[config.mk]
export PLATFORM = sky130hd
export DESIGN_NAME = prmgmt_csr_master_flat
export DESIGN_NICKNAME = d
export VERILOG_FILES = /design/src/rtl/prmgmt_csr_master_if.sv /design/src/rtl/prmgmt_csr_master.sv /design/src/flat_wrapper.sv
export SDC_FILE = /design/constraint.sdc
export NUM_CORES = 1
export LEC_CHECK = 0
export ABC_CLOCK_PERIOD_IN_PS = 3890
export CAP_MARGIN = 10
export CORE_ASPECT_RATIO = 1.75
export CORE_MARGIN = 5
export CORE_UTILIZATION = 45
export CTS_BUF_LIST = sky130_fd_sc_hd__clkbuf_8
export DETAILED_ROUTE_END_ITERATION = 10
export DONT_BUFFER_PORTS = 1
export PLACE_DENSITY_LB_ADDON = 0.25
export SETUP_SLACK_MARGIN = 0.5
export SKIP_CTS_REPAIR_TIMING = 1
export SYNTH_ARGS = -nofsm -noshare
export SYNTH_HDL_FRONTEND = slang
export SYNTH_SLANG_ARGS = --single-unit
[constraint.sdc]
create_clock -name i_prmgmt_ctrl_clk -period 3.89 [get_ports i_prmgmt_ctrl_clk]
set_input_delay 0.389 -clock i_prmgmt_ctrl_clk [delete_from_list [all_inputs] [get_ports i_prmgmt_ctrl_clk]]
set_output_delay 0.389 -clock i_prmgmt_ctrl_clk [all_outputs]
set_load 0.01 [all_outputs]
[src/rtl/prmgmt_csr_master_if.sv]
// ---------------------------------------------------------------------------
// prmgmt_csr_master_if
// Bundles the request/response handshake of the CSR master with its PR
// management register-file bus.
//   req_*        : host request (valid/ready handshake)
//   rsp_*        : one-cycle completion pulse plus read data
//   prmgmt_cmd   : bit0 write strobe, bit1 read
//   prmgmt_addr  : E2E register index
//   prmgmt_din   : write data to the register file
//   prmgmt_dout  : registered read data from the register file
// Modports: master = the CSR master block, slave = host + register file side.
// ---------------------------------------------------------------------------
interface prmgmt_csr_master_if;
    logic        req_valid;
    logic        req_ready;
    logic        req_write;
    logic [1:0]  req_port;
    logic [15:0] req_addr;
    logic [31:0] req_wdata;
    logic        rsp_valid;
    logic        rsp_write;
    logic [31:0] rsp_rdata;
    logic [15:0] prmgmt_cmd;
    logic [15:0] prmgmt_addr;
    logic [31:0] prmgmt_din;
    logic [31:0] prmgmt_dout;

    modport master (
        input  req_valid,
        input  req_write,
        input  req_port,
        input  req_addr,
        input  req_wdata,
        input  prmgmt_dout,
        output req_ready,
        output rsp_valid,
        output rsp_write,
        output rsp_rdata,
        output prmgmt_cmd,
        output prmgmt_addr,
        output prmgmt_din
    );

    modport slave (
        output req_valid,
        output req_write,
        output req_port,
        output req_addr,
        output req_wdata,
        output prmgmt_dout,
        input  req_ready,
        input  rsp_valid,
        input  rsp_write,
        input  rsp_rdata,
        input  prmgmt_cmd,
        input  prmgmt_addr,
        input  prmgmt_din
    );
endinterface

[src/rtl/prmgmt_csr_master.sv]
// ---------------------------------------------------------------------------
// prmgmt_csr_master
// Initiator on the HSSI PR management bus. Turns one MAC CSR request
// (port, address, read/write) into the indirect E2E register sequence:
// select port (skipped when the port is cached), stage write data, issue the
// command, wait for the MAC CSR to complete, then read back the result.
// Ports:
//   i_prmgmt_ctrl_clk : sole clock
//   i_prmgmt_arst     : asynchronous reset, active-high; aborts any sequence
//   io_bus            : request/response handshake and register-file bus
// Parameters:
//   WAIT_CYCLES : idle cycles after the command write (>=1)
//   RD_LAT      : cycles from prmgmt_addr to valid prmgmt_dout (>=1)
// ---------------------------------------------------------------------------
module prmgmt_csr_master #(
    parameter int unsigned WAIT_CYCLES = 16,
    parameter int unsigned RD_LAT      = 2
) (
    input logic                     i_prmgmt_ctrl_clk,
    input logic                     i_prmgmt_arst,
    prmgmt_csr_master_if.master     io_bus
);

    // One counter serves both WAIT (WAIT_CYCLES-1 .. 0) and RADDR (RD_LAT .. 0).
    localparam int unsigned CNT_MAX = (WAIT_CYCLES - 1 > RD_LAT) ? WAIT_CYCLES - 1 : RD_LAT;
    localparam int unsigned CNT_W   = (CNT_MAX < 1) ? 1 : $clog2(CNT_MAX + 1);
    localparam logic [CNT_W-1:0] WAIT_LOAD  = CNT_W'(WAIT_CYCLES - 1);
    localparam logic [CNT_W-1:0] RADDR_LOAD = CNT_W'(RD_LAT);

    localparam logic [15:0] CMD_WR   = 16'h0001;
    localparam logic [15:0] CMD_RD   = 16'h0002;
    localparam logic [15:0] REG_CMD  = 16'h0002;
    localparam logic [15:0] REG_WDAT = 16'h0003;
    localparam logic [15:0] REG_RDAT = 16'h0004;
    localparam logic [15:0] REG_PORT = 16'h0005;

    typedef enum logic [2:0] {
        StIdle,
        StSel,
        StWdata,
        StCmd,
        StWait,
        StRaddr,
        StDone
    } state_e;

    state_e           r_state;
    state_e           w_state_nxt;
    logic [CNT_W-1:0] r_cnt;
    logic [CNT_W-1:0] w_cnt_nxt;

    logic             r_write;
    logic [1:0]       r_port;
    logic [15:0]      r_addr;
    logic [31:0]      r_wdata;
    logic             r_cache_vld;
    logic [1:0]       r_cache_port;
    logic [31:0]      r_rdata;

    logic             w_accept;
    logic             w_hit;
    logic             w_cache_set;
    logic             w_capture;
    logic             w_ready;
    logic             w_rsp_valid;
    logic             w_rsp_write;
    logic [15:0]      w_cmd;
    logic [15:0]      w_addr;
    logic [31:0]      w_din;

    assign w_hit    = r_cache_vld && (io_bus.req_port == r_cache_port);
    assign w_accept = w_ready && io_bus.req_valid;

    always_comb begin
        w_state_nxt = r_state;
        w_cnt_nxt   = r_cnt;
        w_ready     = 1'b0;
        w_rsp_valid = 1'b0;
        w_rsp_write = 1'b0;
        w_cache_set = 1'b0;
        w_capture   = 1'b0;
        w_cmd       = 16'h0000;
        w_addr      = 16'h0000;
        w_din       = 32'h0000_0000;
        unique case (r_state)
            StIdle: begin
                w_ready = 1'b1;
                if (io_bus.req_valid) begin
                    if (!w_hit) begin
                        w_state_nxt = StSel;
                    end else if (io_bus.req_write) begin
                        w_state_nxt = StWdata;
                    end else begin
                        w_state_nxt = StCmd;
                    end
                end
            end
            StSel: begin
                w_cmd       = CMD_WR;
                w_addr      = REG_PORT;
                w_din       = {30'b0, r_port};
                w_cache_set = 1'b1;
                w_state_nxt = r_write ? StWdata : StCmd;
            end
            StWdata: begin
                w_cmd       = CMD_WR;
                w_addr      = REG_WDAT;
                w_din       = r_wdata;
                w_state_nxt = StCmd;
            end
            StCmd: begin
                w_cmd       = CMD_WR;
                w_addr      = REG_CMD;
                w_din       = (r_write ? 32'h0001_0000 : 32'h0002_0000) | {16'h0000, r_addr};
                w_cnt_nxt   = WAIT_LOAD;
                w_state_nxt = StWait;
            end
            StWait: begin
                if (r_cnt == '0) begin
                    if (r_write) begin
                        w_state_nxt = StDone;
                    end else begin
                        w_cnt_nxt   = RADDR_LOAD;
                        w_state_nxt = StRaddr;
                    end
                end else begin
                    w_cnt_nxt = r_cnt - 1'b1;
                end
            end
            StRaddr: begin
                w_cmd  = CMD_RD;
                w_addr = REG_RDAT;
                // Read data is valid RD_LAT cycles after the first address cycle.
                if (r_cnt == '0) begin
                    w_capture   = 1'b1;
                    w_state_nxt = StDone;
                end else begin
                    w_cnt_nxt = r_cnt - 1'b1;
                end
            end
            StDone: begin
                w_rsp_valid = 1'b1;
                w_rsp_write = r_write;
                w_state_nxt = StIdle;
            end
            default: begin
                w_state_nxt = StIdle;
            end
        endcase
    end

    always_ff @(posedge i_prmgmt_ctrl_clk or posedge i_prmgmt_arst) begin
        if (i_prmgmt_arst) begin
            r_state      <= StIdle;
            r_cnt        <= '0;
            r_write      <= 1'b0;
            r_port       <= 2'b00;
            r_addr       <= 16'h0000;
            r_wdata      <= 32'h0000_0000;
            r_cache_vld  <= 1'b0;
            r_cache_port <= 2'b00;
            r_rdata      <= 32'h0000_0000;
        end else begin
            r_state <= w_state_nxt;
            r_cnt   <= w_cnt_nxt;
            if (w_accept) begin
                r_write <= io_bus.req_write;
                r_port  <= io_bus.req_port;
                r_addr  <= io_bus.req_addr;
                r_wdata <= io_bus.req_wdata;
            end
            if (w_cache_set) begin
                r_cache_vld  <= 1'b1;
                r_cache_port <= r_port;
            end
            if (w_capture) begin
                r_rdata <= io_bus.prmgmt_dout;
            end
        end
    end

    assign io_bus.req_ready   = w_ready;
    assign io_bus.rsp_valid   = w_rsp_valid;
    assign io_bus.rsp_write   = w_rsp_write;
    assign io_bus.rsp_rdata   = r_rdata;
    assign io_bus.prmgmt_cmd  = w_cmd;
    assign io_bus.prmgmt_addr = w_addr;
    assign io_bus.prmgmt_din  = w_din;

endmodule

[src/flat_wrapper.sv]
// flat-port wrapper written by rule: the top's interface ports become plain ports
module prmgmt_csr_master_flat 
#(
    parameter int unsigned WAIT_CYCLES = 16,
    parameter int unsigned RD_LAT      = 2
)
  (i_prmgmt_ctrl_clk, i_prmgmt_arst, io_bus_req_valid, io_bus_req_write, io_bus_req_port, io_bus_req_addr, io_bus_req_wdata, io_bus_prmgmt_dout, io_bus_req_ready, io_bus_rsp_valid, io_bus_rsp_write, io_bus_rsp_rdata, io_bus_prmgmt_cmd, io_bus_prmgmt_addr, io_bus_prmgmt_din);
  prmgmt_csr_master_if io_bus_i ();
  input logic i_prmgmt_ctrl_clk;
  input logic i_prmgmt_arst;
  input wire logic [$bits(io_bus_i.req_valid)-1:0] io_bus_req_valid;
  input wire logic [$bits(io_bus_i.req_write)-1:0] io_bus_req_write;
  input wire logic [$bits(io_bus_i.req_port)-1:0] io_bus_req_port;
  input wire logic [$bits(io_bus_i.req_addr)-1:0] io_bus_req_addr;
  input wire logic [$bits(io_bus_i.req_wdata)-1:0] io_bus_req_wdata;
  input wire logic [$bits(io_bus_i.prmgmt_dout)-1:0] io_bus_prmgmt_dout;
  output wire logic [$bits(io_bus_i.req_ready)-1:0] io_bus_req_ready;
  output wire logic [$bits(io_bus_i.rsp_valid)-1:0] io_bus_rsp_valid;
  output wire logic [$bits(io_bus_i.rsp_write)-1:0] io_bus_rsp_write;
  output wire logic [$bits(io_bus_i.rsp_rdata)-1:0] io_bus_rsp_rdata;
  output wire logic [$bits(io_bus_i.prmgmt_cmd)-1:0] io_bus_prmgmt_cmd;
  output wire logic [$bits(io_bus_i.prmgmt_addr)-1:0] io_bus_prmgmt_addr;
  output wire logic [$bits(io_bus_i.prmgmt_din)-1:0] io_bus_prmgmt_din;
  assign io_bus_i.req_valid = io_bus_req_valid;
  assign io_bus_i.req_write = io_bus_req_write;
  assign io_bus_i.req_port = io_bus_req_port;
  assign io_bus_i.req_addr = io_bus_req_addr;
  assign io_bus_i.req_wdata = io_bus_req_wdata;
  assign io_bus_i.prmgmt_dout = io_bus_prmgmt_dout;
  assign io_bus_req_ready = io_bus_i.req_ready;
  assign io_bus_rsp_valid = io_bus_i.rsp_valid;
  assign io_bus_rsp_write = io_bus_i.rsp_write;
  assign io_bus_rsp_rdata = io_bus_i.rsp_rdata;
  assign io_bus_prmgmt_cmd = io_bus_i.prmgmt_cmd;
  assign io_bus_prmgmt_addr = io_bus_i.prmgmt_addr;
  assign io_bus_prmgmt_din = io_bus_i.prmgmt_din;
  prmgmt_csr_master #(.WAIT_CYCLES(WAIT_CYCLES), .RD_LAT(RD_LAT)) u_core (.i_prmgmt_ctrl_clk(i_prmgmt_ctrl_clk), .i_prmgmt_arst(i_prmgmt_arst), .io_bus(io_bus_i));
endmodule
**Word level (Yosys, flattened, before mapping)**

Index checks and enable logic that the tools add are counted.

- Output and inout bits: 99
- Word-level logic and storage cells: 53
- Input port bits: 86
- Register bits: 93

- Reduce and logical (&&, ||, !) cells: 8
- Add/sub/neg operators: 1
- Eq/ne operators: 12
- Bitwise logic cells: 1
- Mux-type cells: 22

Operators with widths:

| kind | number |
|---|---|
| case mux 32 bit (3 select lines) | 1 |
| OR 32 x 16 -> 32 bit | 1 |
| 2-to-1 mux 18 bit | 1 |
| case mux 3 bit (6 select lines) | 1 |
| 2-to-1 mux 3 bit | 4 |
| 2-to-1 mux 4 bit | 3 |
| case mux 3 bit (4 select lines) | 1 |
| case mux 4 bit (3 select lines) | 1 |
| == test 3 bit (second input constant) | 3 |
| 2-to-1 mux 1 bit | 8 |
| == test 3 x 2 -> 1 bit (second input constant) | 2 |
| AND reduction 3 bit | 2 |
| zero test 4 bit | 1 |
| inequality test 2 x 1 -> 1 bit (second input constant) | 2 |
| inequality test 2 bit (second input constant) | 2 |
| case mux 2 bit (2 select lines) | 1 |
| subtractor 4 x 1 -> 4 bit (second input constant) | 1 |
| == test 3 x 1 -> 1 bit (second input constant) | 1 |
| zero test 3 bit | 1 |
| inequality test 3 bit (second input constant) | 1 |
| nonzero test 3 bit | 1 |
| OR reduction 3 bit | 1 |
| == test 2 bit | 1 |
| logical AND 1 bit | 2 |
| 2-to-1 mux 2 bit | 1 |

**Longest topological paths before layout**

- Depth after elaboration: 5
- Mapped depth: 8
- Gate-level depth less buffers: 5

**Least setup slack after synthesis**

Ideal clock, no wire load.

- Kind: register to register
- From: reg u_core.r_cnt[0]
- To: reg u_core.r_rdata[0], in the netlist u_core.io_bus.rsp_rdata[0]
- Path buffers: 3
- Required time: 3.765 ns
- Arrival time: 1.804 ns
- Slack: 1.961 ns
- Cell stages (with the launch flop): 9
- Period minus slack after synthesis: 1.929 ns
- Library setup time: 0.125 ns
- Path through: dfrtp_1 > inv_1 > ha_1 > or3b_1 > buf_6 > nor2b_4 > buf_6 > buf_12 > mux2_4

- Longest elaborated chain between the ends: 3

Ends and longest elaborated chain:

| what | RTL line | RTL |
|---|---|---|
| from (decl) | prmgmt_csr_master.sv:49 | `logic [CNT_W-1:0] r_cnt;` |
| from (signal assigned) | prmgmt_csr_master.sv:165 | `r_cnt <= w_cnt_nxt;` |
| zero test 4 bit | prmgmt_csr_master.sv:134 | `if (r_cnt == '0) begin` |
| 2-to-1 mux 1 bit | prmgmt_csr_master.sv:134 |  |
| 2-to-1 mux 1 bit | prmgmt_csr_master.sv:85 | `unique case (r_state)` |
| to (signal assigned) | prmgmt_csr_master.sv:177 | `r_rdata <= io_bus.prmgmt_dout;` |
| to (decl) | prmgmt_csr_master.sv:58 | `logic [31:0] r_rdata;` |

No other way between the ends.
A chain may end at the register's enable or synchronous reset.

**Final worst setup path**

- From: reg u_core.r_state[0]
- To: out io_bus_prmgmt_din[18]

- Longest elaborated chain between the ends: 2
- Elaborated cells between the ends (all ways): 4
- Classes of those cells: eq/ne (3); mux (1)

Ends and longest elaborated chain:

| what | RTL line | RTL |
|---|---|---|
| from (decl) | prmgmt_csr_master.sv:47 | `state_e r_state;` |
| from (signal assigned) | prmgmt_csr_master.sv:154 | `r_state <= StIdle;` |
| from (signal assigned) | prmgmt_csr_master.sv:164 | `r_state <= w_state_nxt;` |
| == test 3 x 2 -> 1 bit or == test 3 x 1 -> 1 bit (tied branches) | prmgmt_csr_master.sv:85 |  |
| case mux 32 bit (3 select lines) * | prmgmt_csr_master.sv:85 |  |
| to (decl) | flat_wrapper.sv:23 | `output wire logic [$bits(io_bus_i.prmgmt_din)-1:0] io_bus_prmgmt_din;` |

Mark *: on every way between the ends. The rest lies on a longest branch, timed or not.

==> impl_metrics.tcl <==
set metrics [dict create \
    status "finished, final reports clean" \
    dpl_cell_area_mm2 0.00450 \
    regToRegStartpoint "u_core.r_state[2]" \
    fin_tns_setup_ns 0 \
    dpl.cell_count 458 \
    routed_wl_um 9600 \
    pwr-share-clk 0.204 \
    hold_class "input pin to async pin" \
    diodes 0 \
    vias 2508 \
    final_cell_mix "93 x dfrtp_1, 56 x mux2_2, 30 x mux2_4, 27 x conb_1, 25 x nor2_1" \
    clk-insertion-delay-late_ns 0.36 \
    numCtsBuffers 9 \
    drive_gt1_frac 0.333 \
    cellLeakagePower_nw 2.17 \
    final_cells 473 \
    path_class "flop to primary output" \
    die_w_um 86.1 \
    syn-cell-area_mm2 0.00456 \
    finalCritPeriodShare 0.651 \
    fin_nets 432 \
    seqPwrFrac 0.427 \
    drtAntennaViolNets 0 \
    rsz0062_at_grt "no" \
    cp_max_fo 31 \
    design_area_mm2 0.00472 \
    final_util 0.476 \
    drc_errors 0 \
    post-place-ws_ns 1.44 \
    yosysSeqAreaShare 0.510 \
    ys_warn_count 0 \
    core_mm2 0.00991 \
    synth_enable_flop_cells 0 \
    crit_arrival_ns 2.14 \
    grt_pass1_vias 2664 \
    start_util 0.461 \
    dp_hpwl_um 7110 \
    peakVddDrop_uv 397 \
    grt.overflow.total 0 \
    dr.pass1.iters 4 \
    required_ns 3.50 \
    syn_inst 350 \
    h-tree-depth 3 \
    die_h_um 143 \
    worst_slew_pin_slew_ns 0.913 \
    crit_start "u_core.r_state[0]" \
    hold_slack_ns 0.0176 \
    synth_seq_cells 93 \
    drt_iter0_markers 61 \
    rows 48 \
    io_pins 185 \
    synth_cell_type_count 40 \
    layout_commonest_cell "dfrtp_1" \
    avgViaCountPerCell 5.30 \
    drv_slew 0 \
    clkTransAtPathRegs_ns 0.10 \
    portBuffers 0 \
    wl_per_cell_um 20.3 \
    clockRootBuffer "clkbuf_8" \
    async_flop_share 1.00 \
    crit_path_end_kind "primary output" \
    reg2regPathDepth 5 \
    max_cap_violations 0 \
    cts_tree "built" \
    syn_avg_cell_area_um2 13.0 \
    area_growth_pct 3.37 \
    crit_path_start_kind "flop" \
    dieArea_mm2 0.0123 \
    power_frac_comb 0.369 \
    n_fill_cell 899 \
    grtUsageTotal 0.155 \
    p_int_mw 2.25 \
    synthFlopType "dfrtp_1" \
    grt_pass1_wl_um 14600 \
    total_power_mw 3.48 \
    routabilityCongestion 0.820 \
    fmax_ghz 0.395 \
    grt_max_degree 66 \
    relSlewSlack 0.389 \
    worst_slack_ns 1.36 \
    antenna_found_initial 0 \
    setup_viol 0 \
    period_needed_ns 2.53 \
    numClockSinks 93 \
    clockBufferDepth 2 \
    fin_skew_ns 0.0146 \
    netSwitchingFraction 0.352 \
    p_sw_mw 1.22 \
    hold_violations 0 \
    power_density_mw_per_mm2 737 \
]
==> cell usage after synthesis, types with 2 or more instances <==
| library cell | n | area (um2) |
|---|---|---|
| and2_1 | 2 | 12.5 |
| a32oi_1 | 2 | 17.5 |
| xor2_1 | 2 | 17.5 |
| and4bb_2 | 2 | 25.0 |
| a22oi_1 | 3 | 22.5 |
| nor2_1 | 25 | 93.8 |
| nor3_1 | 3 | 15.0 |
| dfrtp_1 | 93 | 2330 |
| mux2_2 | 56 | 631 |
| ha_1 | 2 | 25.0 |
| mux2i_1 | 17 | 170 |
| nor2b_1 | 4 | 25.0 |
| buf_4 | 32 | 240 |
| buf_2 | 5 | 25.0 |
| buf_6 | 2 | 22.5 |
| o31ai_1 | 2 | 15.0 |
| clkbuf_1 | 8 | 30.0 |
| mux2_4 | 30 | 450 |
| buf_12 | 3 | 60.1 |
| inv_1 | 8 | 30.0 |
| nand2_1 | 5 | 18.8 |
| nand2b_1 | 3 | 18.8 |
| and3_1 | 15 | 93.8 |
| o21ai_0 | 10 | 50.1 |
==> flip-flops by register name, indices dropped and copies added (netlist names) <==
| name | count |
|---|---|
| u_core.io_bus.rsp_rdata | 32 |
| u_core.r_wdata | 32 |
| u_core.r_addr | 16 |
| u_core.r_cnt | 4 |
| u_core.r_state | 3 |
| u_core.r_cache_port | 2 |
| u_core.r_port | 2 |
| u_core.r_cache_vld | 1 |
| u_core.r_write | 1 |
==> routing by layer <==
metal / wire length [um] / up-vias / track usage
met2: 4770 / 141 / 0.245
met3: 1130 / 17 / 0.0566
met1: 3480 / 1206 / 0.183
met4: 229 / 0 / 0.0776
met5: 0 / - / 0
li1: - / 1144 / -
==> power by group through the flow <==
| stage | registers, mW | clock network [mW] | logic [mW] |
|---|---|---|---|
| after floorplan | 1.45 | 0 | 1.11 |
| after global placement | 1.50 | 0 | 1.28 |
| after detailed placement | 1.51 | 0 | 1.30 |
| after CTS | 1.49 | 0.740 | 1.31 |
| after global routing | 1.53 | 0.775 | 1.42 |
| final | 1.49 | 0.709 | 1.28 |
==> area by class of cell <==
cell class | instances | area [um2] | share of cell area
multi-input combinational | 225 | 1930 | 0.409
timing repair buffer | 7 | 52.6 | 0.0111
sequential | 93 | 2330 | 0.493
clock inverter | 5 | 83.8 | 0.0178
tap | 125 | 156 | 0.0331
inverter | 8 | 32.5 | 0.00689
clock buffer | 10 | 138 | 0.0292
==> logic make-up (layout without fill, tap and decap cells) <==
| group | after synthesis | after routing | share of synthesized area |
|---|---|---|---|
| mux | 103 | 103 | 0.274 |
| flops | 93 | 93 | 0.510 |
| simple gates | 68 | 68 | 0.0828 |
| buf+inv | 58 | 30 | 0.0894 |
| compound gates | 23 | 23 | 0.0337 |
| fa+ha+maj | 2 | 2 | 0.00548 |
| xor+xnor | 2 | 2 | 0.00384 |
| other cells | 1 | 27 | 0.000822 |
==> critical path, cell delays in order (launching register included) <==
cell	delay (ns)
dfrtp_1	0.39
buf_4	0.27
nor2_1	0.75
and3_1	0.37
==> path summary, 6_finish.rpt <==
| kind | endpoint | slack, ns |
|---|---|---|
| worst min register to register | u_core.r_wdata[31] | 0.50 |
| min in group i_prmgmt_ctrl_clk | u_core.io_bus.rsp_rdata[1] | 0.17 |
| worst max register to register | u_core.r_wdata[19] | 1.44 |
| max in group asynchronous | u_core.r_wdata[18] | 2.93 |
| worst max-delay path | io_bus_prmgmt_din[18] | 1.36 |
| worst min-delay path | u_core.io_bus.rsp_rdata[5] | 0.02 |
No activity file was read; power rests on OpenSTA's default activity.
